**src/rtl/combat_damage_scheduler.sv**
```systemverilog
// Per-tick combat resolution sequencer: snapshots attack requests on tick, then grants one attacker
// per channel per cycle in round-robin order and drives the damage decoder select/damage inputs.
module combat_damage_scheduler #(
    parameter int N_ATK = 16,
    parameter int SEL_W = 5,
    parameter int DMG_W = 9
) (
    input  logic                     Clk,
    input  logic                     Reset_n,
    input  logic                     tick,
    input  logic [N_ATK-1:0]         friendlyAtkReq,
    input  logic [N_ATK*SEL_W-1:0]   friendlyTarget,
    input  logic [N_ATK*DMG_W-1:0]   friendlyDamage,
    input  logic [N_ATK-1:0]         friendlyCrit,
    input  logic [N_ATK-1:0]         enemyAtkReq,
    input  logic [N_ATK*SEL_W-1:0]   enemyTarget,
    input  logic [N_ATK*DMG_W-1:0]   enemyDamage,
    input  logic [N_ATK-1:0]         enemyCrit,
    output logic [SEL_W-1:0]         enemyDamageSelect,
    output logic [DMG_W-1:0]         totalEnemyDamage,
    output logic [SEL_W-1:0]         unitDamageSelect,
    output logic [DMG_W-1:0]         totalUnitDamage,
    output logic                     busy,
    output logic                     roundDone,
    output logic                     tickMissed
);

    localparam int PTR_W = $clog2(N_ATK);
    localparam logic [SEL_W-1:0] SEL_IDLE = '1;

    typedef enum logic [1:0] {
        ST_IDLE = 2'd0,
        ST_RUN  = 2'd1,
        ST_DONE = 2'd2
    } state_t;

    state_t             state_q, state_d;
    logic [N_ATK-1:0]   pend_f_q, pend_f_d;
    logic [N_ATK-1:0]   pend_e_q, pend_e_d;
    logic [PTR_W-1:0]   ptr_f_q, ptr_f_d;
    logic [PTR_W-1:0]   ptr_e_q, ptr_e_d;
    logic [SEL_W-1:0]   enemy_sel_q, enemy_sel_d;
    logic [DMG_W-1:0]   enemy_dmg_q, enemy_dmg_d;
    logic [SEL_W-1:0]   unit_sel_q, unit_sel_d;
    logic [DMG_W-1:0]   unit_dmg_q, unit_dmg_d;
    logic               tick_missed_q, tick_missed_d;

    logic               found_f, found_e;
    logic [PTR_W-1:0]   idx_f, idx_e;

    // Rotate the mask so ptr sits at bit 0, take the lowest set bit, then rotate the index back.
    function automatic logic [PTR_W:0] rr_pick(input logic [N_ATK-1:0] pend,
                                                input logic [PTR_W-1:0] ptr);
        logic [2*N_ATK-1:0] dbl;
        logic [N_ATK-1:0]   rot;
        logic               hit;
        logic [PTR_W-1:0]   off;
        dbl = {pend, pend} >> ptr;
        rot = dbl[N_ATK-1:0];
        hit = 1'b0;
        off = '0;
        for (int i = N_ATK - 1; i >= 0; i--) begin
            if (rot[i]) begin
                hit = 1'b1;
                off = PTR_W'(i);
            end
        end
        return {hit, off + ptr};
    endfunction

    function automatic logic [DMG_W-1:0] hit_damage(input logic [DMG_W-1:0] dmg, input logic crit);
        logic [DMG_W:0] dbl;
        dbl = {dmg, 1'b0};
        if (!crit) begin
            return dmg;
        end
        return dbl[DMG_W] ? {DMG_W{1'b1}} : dbl[DMG_W-1:0];
    endfunction

    assign {found_f, idx_f} = rr_pick(pend_f_q, ptr_f_q);
    assign {found_e, idx_e} = rr_pick(pend_e_q, ptr_e_q);

    always_comb begin
        state_d       = state_q;
        pend_f_d      = pend_f_q;
        pend_e_d      = pend_e_q;
        ptr_f_d       = ptr_f_q;
        ptr_e_d       = ptr_e_q;
        enemy_sel_d   = SEL_IDLE;
        enemy_dmg_d   = '0;
        unit_sel_d    = SEL_IDLE;
        unit_dmg_d    = '0;
        tick_missed_d = tick && (state_q != ST_IDLE);

        case (state_q)
            ST_IDLE: begin
                if (tick) begin
                    pend_f_d = friendlyAtkReq;
                    pend_e_d = enemyAtkReq;
                    state_d  = ST_RUN;
                end
            end
            ST_RUN: begin
                // The cycle after the last grant shows idle outputs, so DONE follows the final hit.
                if ((pend_f_q == '0) && (pend_e_q == '0)) begin
                    state_d = ST_DONE;
                end
                if (found_f) begin
                    pend_f_d[idx_f] = 1'b0;
                    ptr_f_d         = idx_f + 1'b1;
                    enemy_sel_d     = friendlyTarget[SEL_W*int'(idx_f) +: SEL_W];
                    enemy_dmg_d     = hit_damage(friendlyDamage[DMG_W*int'(idx_f) +: DMG_W],
                                                 friendlyCrit[idx_f]);
                end
                if (found_e) begin
                    pend_e_d[idx_e] = 1'b0;
                    ptr_e_d         = idx_e + 1'b1;
                    unit_sel_d      = enemyTarget[SEL_W*int'(idx_e) +: SEL_W];
                    unit_dmg_d      = hit_damage(enemyDamage[DMG_W*int'(idx_e) +: DMG_W],
                                                 enemyCrit[idx_e]);
                end
            end
            ST_DONE: begin
                state_d = ST_IDLE;
            end
            default: begin
                state_d = ST_IDLE;
            end
        endcase
    end

    always_ff @(posedge Clk or negedge Reset_n) begin
        if (!Reset_n) begin
            state_q       <= ST_IDLE;
            pend_f_q      <= '0;
            pend_e_q      <= '0;
            ptr_f_q       <= '0;
            ptr_e_q       <= '0;
            enemy_sel_q   <= SEL_IDLE;
            enemy_dmg_q   <= '0;
            unit_sel_q    <= SEL_IDLE;
            unit_dmg_q    <= '0;
            tick_missed_q <= 1'b0;
        end else begin
            state_q       <= state_d;
            pend_f_q      <= pend_f_d;
            pend_e_q      <= pend_e_d;
            ptr_f_q       <= ptr_f_d;
            ptr_e_q       <= ptr_e_d;
            enemy_sel_q   <= enemy_sel_d;
            enemy_dmg_q   <= enemy_dmg_d;
            unit_sel_q    <= unit_sel_d;
            unit_dmg_q    <= unit_dmg_d;
            tick_missed_q <= tick_missed_d;
        end
    end

    assign enemyDamageSelect = enemy_sel_q;
    assign totalEnemyDamage  = enemy_dmg_q;
    assign unitDamageSelect  = unit_sel_q;
    assign totalUnitDamage   = unit_dmg_q;
    assign busy              = (state_q != ST_IDLE);
    assign roundDone         = (state_q == ST_DONE);
    assign tickMissed        = tick_missed_q;

endmodule
```
**config.mk**
```make
export PLATFORM = sky130hd
export DESIGN_NAME = combat_damage_scheduler
export DESIGN_NICKNAME = d
export VERILOG_FILES = /design/src/rtl/combat_damage_scheduler.sv
export SDC_FILE = /design/constraint.sdc
export NUM_CORES = 1
export LEC_CHECK = 0
export ABC_CLOCK_PERIOD_IN_PS = 5300
export BUFFER_PORTS_ARGS = -buffer_cell sky130_fd_sc_hd__clkbuf_2
export CAP_MARGIN = 0
export CORE_ASPECT_RATIO = 2
export CORE_MARGIN = 10
export CORE_UTILIZATION = 25
export CTS_CLUSTER_DIAMETER = 120
export CTS_CLUSTER_SIZE = 14
export DETAILED_ROUTE_END_ITERATION = 8
export SLEW_MARGIN = 20
export SYNTH_ARGS = -nofsm -noshare
export SYNTH_HDL_FRONTEND = slang
export SYNTH_SLANG_ARGS = --single-unit
```
**constraint.sdc**
```tcl
create_clock -name Clk -period 5.3 [get_ports Clk]
set_clock_uncertainty 0.15 [all_clocks]
set_input_delay 0.265 -clock Clk [delete_from_list [all_inputs] [get_ports Clk]]
set_output_delay 0.265 -clock Clk [all_outputs]
set_load 0.05 [all_outputs]
```
==> key figures, run 1 <==
Run status
  – Status: finished clean

Synthesis
  – Leading area contributor after synthesis: mux4_2
  – Synth cell types: 87
  – Sequential share of the synthesized area: 13.7%
  – Largest cells by area after synthesis: mux4_2 (14%), dfrtp_1 (12%), mux2i_1 (8.4%)
  – Syn Area/Cell: 8.15 um^2
  – Most used DFF post-synth: dfrtp_1
  – Area share of the largest cell type after synthesis: 14.5%
  – Post-Syn Nets: roughly 2100
  – Yosys warns: 0
  – Post-synthesis register bit count: 71
  – Synth Instances: 1605
  – EDFF count, synth: 0
  – Ys async rst share: between 90% and 100%
  – Cell Area, Synth: 13100 um^2

Hold path
  – Hold depth: 2
  – HP Class: primary input to register

STA
  – Max_slew headroom: 22.7%
  – Final hold vios: 0
  – Finish-stage setup viols: 0
  – Final period utilization: 96.1%
  – Unrepaired setup endpoints after global routing: yes
  – Worst-Margin Slew: 1.15 ns
  – Fin crit period: 5.09 ns
  – F_max: 0.196 GHz
  – Count of pins over their slew limit: 0

Drt
  – DR WL/cell: around 27 um
  – Routed length on met1: roughly 24000 um
  – Uppermost layer routed: met5
  – DR DRC count: 0
  – WL met2: 39200 um
  – Via count: around 17000
  – Initial DRC count: 1268
  – Post-route ant nets: 0
  – Drt pass-1 iters: 6
  – WL final: about 76000 um
  – Met3 routed WL: 6130 um
  – Vias per Instance: approximately 6

Final layout
  – Antenna cells: 0
  – Post-route cell area: 17500 um^2
  – Layout cells sized above 1: 40.7%
  – Commonest non-fill, non-tap cell in the layout: clkbuf_2
  – Final core utilization: 33.8%
  – Fill cells: 5444
  – # nets final: around 2600
  – Area Overhead vs Synth: 34.0%
  – Commonest non-fill, non-tap cells in the layout: clkbuf_2 (544), o21ai_0 (175), a21oi_1 (152)

Clock tree
  – CTS Buffer Depth: 2
  – Clock latency on the worst-skew pair: 0.38 ns
  – Root Buffer: clkbuf_16
  – Clock tree from TritonCTS: yes
  – Sinks on Clock Net: 71
  – H-tree depth: 3
  – CTS clk-pin slew, worst paths: 0.07 ns
  – Num CTS Buffers: 9

Floorplan
  – Num rows: between 100 and 150
  – Width of the die: 182 um
  – CORE AREA: just over 50000 um^2
  – Die height: 344 um
  – # IOs: 546
  – Starting Density: 25.3%
  – DIE AREA: roughly 62000 um^2

Placed design
  – Port bufs: 545
  – GP Congestion: 0.996
  – Post-DP HPWL: around 63000 um
  – Dpl cell area: roughly 17000 um^2

Global route
  – Initial antenna violation count: 7
  – GRT Total Usage: 22.9%
  – Vias in the first global route: 17100
  – First-pass GRT wire length: 111000 um
  – Largest net degree at the start of global routing: 101
  – Total grt overflow: 0

Worst setup path
  – Worst r2r path cells: 17
  – Worst EP required: 5.40 ns
  – CP arrival: 5.19 ns
  – R2r setup slk: roughly 0.21 ns
  – Critical path class: register to register
  – Type of origin of the critical path: register
  – CP max FO: 9
  – CP Capture Type: register

Job
  – Max cap viols: 0
[sequential cells by signal, indices dropped and copies added (netlist names)]
signal and flops:
enemyDamageSelect 5, pend_e_q 16, pend_f_q 16, ptr_e_q 4, ptr_f_q 4, state_q 2, tickMissed 1, totalEnemyDamage 9
totalUnitDamage 9, unitDamageSelect 5
[cell families after synthesis]
logic type	synth area share [%]
compound gates	30.2
xor+xnor	1.58
fa+ha+maj	1.22
buf+inv	6.60
flops	13.7
mux	29.9
simple gates	16.8
[final cells by class]
cell class / count / area, um^2 / area share (%)
repair buffers: 673 / 3910 / 22.3
multi-input cells: 1343 / 10600 / 60.5
flip-flops and latches: 71 / 1800 / 10.2
well taps: 660 / 826 / 4.71
clock inverters: 3 / 40.0 / 0.228
clock buffers: 13 / 270 / 1.54
inverters: 24 / 90.1 / 0.514
[worst max-delay path, cell delays in order (launching register included)]
cell and delay [ns]:
dfrtp_4 0.49, clkbuf_4 0.23, mux4_1 0.73, mux4_2 0.56, nand3b_1 0.19, a31oi_2 0.24, ha_4 0.28, inv_2 0.08
nor2_1 0.06, a311oi_4 0.35, buf_4 0.20, nor2_1 0.07, nor3b_4 0.40, buf_6 0.20, o211ai_1 0.21, nor4bb_2 0.26
nor3_1 0.19, a211oi_2 0.07
[metal layers]
layer  track usage, %  up-vias
met5                0        -
met1             21.9     8000
met2             42.5     1040
li1                 -     7389
met4             15.9        4
met3             5.22      236
[per-stage QoR]
stage	instances	hold WS, ns	setup slack, ns	setup TNS (ns)
final	2787	0.0163	0.209	0
after global routing	2787	0.0307	-0.0253	-0.0293
after CTS	2782	0.00431	0.00243	0
after detailed placement	2744	0.319	-0.0858	-0.235
after global placement	2744	0.325	-0.0839	-0.330
after floorplan	1605	-0.181	0.0346	0
[synthesized netlist by cell type (all sizes together) (44+ instances only)]
| cell | n |
|---|---|
| clkbuf | 99 |
| a21oi | 153 |
| mux2 | 59 |
| nand3 | 68 |
| dfrtp | 61 |
| mux2i | 111 |
| o21ai | 177 |
| nand2 | 128 |
| nor2 | 44 |
| buf | 68 |
| mux4 | 93 |
| nor3 | 81 |
[final timing paths]
path                              from            endpoint
setup / recovery            ptr_e_q[0]  totalUnitDamage[1]
hold / removal                    tick          tickMissed
setup reg to reg            ptr_e_q[0]  totalUnitDamage[1]
hold reg to reg            pend_e_q[3]         pend_e_q[3]
max in group asynchronous      Reset_n          ptr_e_q[0]
min in group asynchronous      Reset_n         pend_f_q[3]
[repair_timing]
| item | 4_1_cts | 5_1_grt |
|---|---|---|
| hold endpoints to repair | 82 | 0 |
| buffers inserted | 0 | 5 |
| setup endpoints to repair | 8 | 21 |
| pin swaps | 0 | 2 |
| resized for setup | 1 | 20 |
| hold buffers | 22 | 0 |
Power of run 1 is left out: the tool's default activity adds up to more than one toggle a clock period on the data nets, which glitch-free logic cannot reach.
==> inputs of run 2 (changes only) <==
ABC_CLOCK_PERIOD_IN_PS = 6100   (was 5300)
clock period = 6.1 ns   (was 5.3 ns; I/O delays follow)
==> run 2 against run 1 <==
- non-clock buffer count is 58 lower
- die area stayed put
- global-route usage is 0.95 points lower
- clock-buffer cell count is 2 lower
- wire length is 3.0% lower
- sequential cell count stayed put
==> key figures, run 2 (synthesis gave the netlist of run 1 again) <==
Worst setup path
  – Cells along the critical path: buf_4 -> buf_4 -> mux4_2 -> nor2b_1 -> o21ai_0 -> o311ai_0 -> a211oi_2 -> or2_2 -> buf_4 -> nand2_1 -> and2_1 -> inv_2 -> mux4_2 -> a22oi_1 -> nand3_1
  – CP max FO: 30 (+21)
  – CP Capture Type: register
  – Slowest cell on crit path: mux4_2
  – Slowest stage delay, CP: 0.58 ns (-0.15 ns)
  – Type of origin of the critical path: register
  – Crit-path most repeated cell: buf_4
  – Critical path class: register to register
  – Worst r2r path cells: 15 (-2)
  – CP arrival: 5.92 ns (+0.73 ns)
  – Worst EP required: 6.24 ns (+0.84 ns)

Clock tree
  – Clock tree from TritonCTS: yes
  – Post-CTS Setup Inserts: 0 (unchanged)
  – H-tree depth: 3 (unchanged)
  – CTS Buffer Depth: 2 (unchanged)
  – Sinks on Clock Net: 71 (unchanged)
  – Clock latency on the worst-skew pair: 0.36 ns (-0.02 ns)
  – CTS clk-pin slew, worst paths: 0.07 ns (about the same)
  – Root Buffer: clkbuf_16
  – Num CTS Buffers: 9 (unchanged)

Final layout
  – Commonest non-fill, non-tap cells in the layout: clkbuf_2 (544), o21ai_0 (176), a21oi_1 (152)
  – Regs by FF count: pend_e_q x16, pend_f_q x16
  – Layout cells sized above 1: 39.2% (-1.5 points)
  – # nets final: 2591 (-2.2%)
  – Post-route cell area: 16900 um^2 (-3.4%)
  – Area Overhead vs Synth: 29.4%
  – Fill cells: 5456 (+0.22%)
  – Fin cells: 2731 (-2.0%)
  – Commonest non-fill, non-tap cell in the layout: clkbuf_2

Global route
  – Largest net degree at the start of global routing: 86 (-15%)
  – Vias in the first global route: 16600 (-3.3%)
  – Initial antenna violation count: 6 (-1)
  – First-pass GRT wire length: 106000 um (-4.3%)
  – GRT Total Usage: 22.0% (-0.95 points)
  – Total grt overflow: 0 (unchanged)

STA
  – Max_slew headroom: 34.9% (+12 points)
  – Final worst slack: 0.311 ns (+0.102 ns)
  – Final hold vios: 0 (unchanged)
  – Final period utilization: 94.9% (-1.2 points)
  – Finish-stage setup viols: 0 (unchanged)
  – Final TNS setup: 0 ns (unchanged)
  – Worst-Margin Slew: 0.977 ns (-0.174 ns)
  – F_max: 0.173 GHz (-12%)
  – Count of pins over their slew limit: 0 (unchanged)
  – Unrepaired setup endpoints after global routing: no
  – Fin crit period: 5.79 ns (+0.698 ns)

Drt
  – DR WL/cell: 26.9 um (-1.1%)
  – Via count: 16400 (-1.7%)
  – Vias per Instance: 6.00 (+0.35%)
  – Post-route ant nets: 0 (unchanged)
  – WL final: 73300 um (-3.0%)
  – Initial DRC count: 1589 (+25%)
  – Drt pass-1 iters: 8 (+2)
  – DR DRC count: 0 (unchanged)

Floorplan
  – Die height: 344 um (unchanged)
  – DIE AREA: 62500 um^2 (unchanged)
  – Width of the die: 182 um (unchanged)
  – CORE AREA: 51800 um^2 (unchanged)
  – Num rows: 118 (unchanged)
  – # IOs: 546 (unchanged)
  – Starting Density: 25.3% (unchanged)

Hold path
  – HP Class: primary input to register
  – Hold depth: 3 (+1)

Job
  – Max cap viols: 0 (unchanged)

Placed design
  – Port bufs: 545 (unchanged)
  – Pre-CTS setup slack: 0.0931 ns (+0.179 ns)
  – Dpl cell area: 16500 um^2 (-2.4%)
  – Post-DP HPWL: 60000 um (-4.2%)
  – GP Congestion: 0.988 (-0.82%)
  – DP Cell Count: 2704 (-1.5%)

Run status
  – Status: finished clean
run 2: metrics by stage:
| step | hold WS [ns] | utilization, % |
|---|---|---|
| finish | 0.0134 | 32.7 |
| floorplan | -0.141 | - |
| detailed placement | 0.0982 | 31.8 |
| global route | 0.0202 | 32.7 |
| CTS | 0.00408 | 32.7 |
| global placement | 0.0898 | 31.8 |
run 2: worst paths after layout:
path	start	to	slack (ns)
max in group asynchronous	Reset_n	ptr_e_q[0]	4.46
worst min register to register	pend_f_q[8]	pend_f_q[8]	0.49
worst max-delay path	ptr_f_q[3]	enemyDamageSelect[1]	0.31
worst min-delay path	friendlyAtkReq[13]	pend_f_q[13]	0.01
worst max register to register	ptr_f_q[3]	enemyDamageSelect[1]	0.31
min in group asynchronous	Reset_n	pend_f_q[0]	0.26
run 2: what timing repair did:
| action | in CTS | in global routing |
|---|---|---|
| hold buffers | 9 | 0 |
| setup endpoints to repair | 0 | 17 |
| endpoints found under the hold margin | 26 | 0 |
| resized for setup | 0 | 3 |
run 2: metal layers:
metal,track usage [%],share of wire (%),up-vias
li1,-,-,7279
met1,21.7,33,7852
met2,40.4,52,1076
met3,5.10,8.2,180
met4,13.8,6.8,4
met5,0,0.044,-
run 2: layout make-up:
cell class                      instances  area (um^2)  area share (%)
Tap cell                              660          826            4.87
Timing Repair Buffer                  615         3330            19.6
Inverter                               24         90.1           0.532
Sequential cell                        71         1800            10.6
Antenna cell                            2         5.00          0.0295
Clock inverter                          5          128           0.753
Clock buffer                           11          253            1.49
Multi-Input combinational cell       1343        10500            62.1
run 2: worst max-delay path: cells and delay by family (launching register included):
| kind | cells | cell delay, ns |
|---|---|---|
| and+or+nand+nor | 5 | 0.85 |
| buffers and inverters | 4 | 1.32 |
| DFF | 1 | 0.56 |
| muxes | 2 | 0.97 |
| AOI/OAI and AO/OA | 4 | 1.79 |
Power of run 2 is left out for the same reason.
==> inputs of run 3 (changes only) <==
HOLD_SLACK_MARGIN = 0.1   (was not set)
SKIP_CTS_REPAIR_TIMING = 1   (was not set)
==> run 3 against run 2 <==
- final cell count up 0.51%
- setup slack better by 0.13 ns
- global-route usage barely moved
- die area unchanged
- critical path depth did not move
- sequential share of layout area is 0.087 points lower
- via count increased by 0.24%
- design area is 0.83% higher
- non-clock buffer count rose by 14
==> key figures, run 3 (synthesis gave the netlist of run 1 again) <==
Worst setup path
  – Crit. path cell count: 15 (unchanged)
  – CP max FO: 30 (unchanged)
  – Crit path to: enemyDamageSelect[1]
  – R2r setup slk: 0.44 ns (+0.13 ns)
  – Critical Path Start: ptr_f_q[3]
  – Worst reg2reg startpoint: ptr_f_q[3]
  – Worst EP required: 6.24 ns (about the same)
  – Cell family with most CP delay: compound AO/OA/AOI/OAI gates
  – Cells along the critical path: buf_4 -> buf_4 -> mux4_2 -> nor2b_1 -> o21ai_0 -> o311ai_0 -> a211oi_2 -> or2_2 -> buf_4 -> nand2_1 -> and2_1 -> inv_2 -> mux4_2 -> a22oi_1 -> nand3_1
  – Reg2reg end: enemyDamageSelect[1]
  – Type of origin of the critical path: register
  – Crit-path most repeated cell: buf_4
  – CP arrival: 5.80 ns (-0.12 ns)
  – CP Capture Type: register
  – Critical path class: register to register
  – Slowest stage delay, CP: 0.58 ns (about the same)
  – CP bufs+invs: 4 (unchanged)
  – Worst r2r path cells: 15 (unchanged)
  – Slowest cell on crit path: mux4_2

STA
  – Finish-stage setup viols: 0 (unchanged)
  – Worst-Margin Slew: 0.983 ns (+0.00615 ns)
  – Unrepaired setup endpoints after global routing: no
  – Max_slew headroom: 34.4% (-0.41 points)
  – Final TNS setup: 0 ns (unchanged)
  – Count of pins over their slew limit: 0 (unchanged)
  – Final hold vios: 0 (unchanged)
  – Fin crit period: 5.66 ns (-0.128 ns)
  – Final period utilization: 92.8% (-2.1 points)
  – F_max: 0.177 GHz (+2.3%)

Drt
  – Drt pass-1 iters: 7 (-1)
  – Post-route ant nets: 0 (unchanged)
  – Vias per Instance: 5.99 (-0.27%)
  – Initial DRC count: 1510 (-5.0%)
  – Via count: 16400 (+0.24%)
  – DR DRC count: 0 (unchanged)
  – WL final: 73400 um (about the same)
  – DR WL/cell: 26.7 um (-0.44%)

Job
  – Max cap viols: 0 (unchanged)

Clock tree
  – Clock latency on the worst-skew pair: 0.36 ns (about the same)
  – CTS clk-pin slew, worst paths: 0.07 ns (about the same)
  – Num CTS Buffers: 9 (unchanged)
  – CTS Buffer Depth: 2 (unchanged)
  – H-tree depth: 3 (unchanged)
  – Sinks on Clock Net: 71 (unchanged)
  – Clock tree from TritonCTS: yes
  – Root Buffer: clkbuf_16

Placed design
  – GP Congestion: 0.988 (unchanged)
  – DP Cell Count: 2704 (unchanged)
  – Post-DP HPWL: 60000 um (unchanged)
  – Port bufs: 545 (unchanged)

Final layout
  – Regs by FF count: pend_e_q x16, pend_f_q x16
  – Area Overhead vs Synth: 30.5%
  – Fin cells: 2745 (+0.51%)
  – Commonest non-fill, non-tap cell in the layout: clkbuf_2
  – Layout cells sized above 1: 39.0% (-0.26 points)
  – # nets final: 2605 (+0.54%)
  – Commonest non-fill, non-tap cells in the layout: clkbuf_2 (544), o21ai_0 (176), a21oi_1 (152)
  – Fill cells: 5441 (-0.27%)

Floorplan
  – DIE AREA: 62500 um^2 (unchanged)
  – # IOs: 546 (unchanged)
  – Num rows: 118 (unchanged)
  – Width of the die: 182 um (unchanged)
  – CORE AREA: 51800 um^2 (unchanged)
  – Die height: 344 um (unchanged)
  – Starting Density: 25.3% (unchanged)

Hold path
  – Hold depth: 3 (unchanged)
  – HP Class: primary input to register

Global route
  – Total grt overflow: 0 (unchanged)
  – Initial antenna violation count: 7 (+1)
  – Largest net degree at the start of global routing: 86 (unchanged)
  – GRT Total Usage: 21.9% (-0.028 points)
  – First-pass GRT wire length: 106000 um (-0.20%)
  – Vias in the first global route: 16500 (-0.27%)

Run status
  – Status: finished clean
## run 3: changes by cell type in the layout (fill, tap and decap cells not counted)
| cell | before | now |
|---|---|---|
| dlygate4sd3_1 | 9 | 23 |
## run 3: cell type report
cell class / count / area, um^2 / share of cell area, %
clock buffers: 11 / 253 / 1.48
well taps: 660 / 826 / 4.83
flip-flops and latches: 71 / 1800 / 10.5
repair buffers: 629 / 3470 / 20.3
inverters: 24 / 90.1 / 0.527
clock inverters: 5 / 128 / 0.747
multi-input cells: 1343 / 10500 / 61.5
diodes: 2 / 5.00 / 0.0293
## run 3: per-stage QoR
step,worst slack [ns],util [%],hold WS [ns],cell area [um^2]
2_1_floorplan,0.321,-,-0.141,13100
3_3_place_gp,0.173,31.8,0.0898,16500
3_5_place_dp,0.0931,31.8,0.0982,16500
4_1_cts,0.0737,32.5,-0.294,16800
5_1_grt,0.0864,33.0,0.102,17100
6_report,0.439,33.0,0.105,17100
## run 3: per-layer routing
layer | up-vias | GRT usage, % | share of wire (%)
li1 | 7307 | - | -
met1 | 7900 | 21.7 | 33
met2 | 1040 | 40.4 | 52
met3 | 178 | 5.06 | 7.9
met4 | 6 | 13.8 | 6.7
met5 | - | 0 | 0.067
## run 3: worst register-to-register path: cells and delay by family (launching register included)
kind	cells	cell delay [ns]
compound gates	4	1.70
buf+inv	4	1.31
flops	1	0.56
mux	2	1.00
simple gates	5	0.86
## run 3: how the worst min path moves through the flow
stage	from	end	slack (ns)
2_1_floorplan	Reset_n	pend_e_q[0]	-0.14
3_3_place_gp	Reset_n	tickMissed	0.09
3_5_place_dp	Reset_n	tickMissed	0.1
4_1_cts	Reset_n	tickMissed	-0.29
5_1_grt	enemyAtkReq[11]	pend_e_q[11]	0.10
6_report	enemyAtkReq[12]	pend_e_q[12]	0.11
Power of run 3 is left out for the same reason.
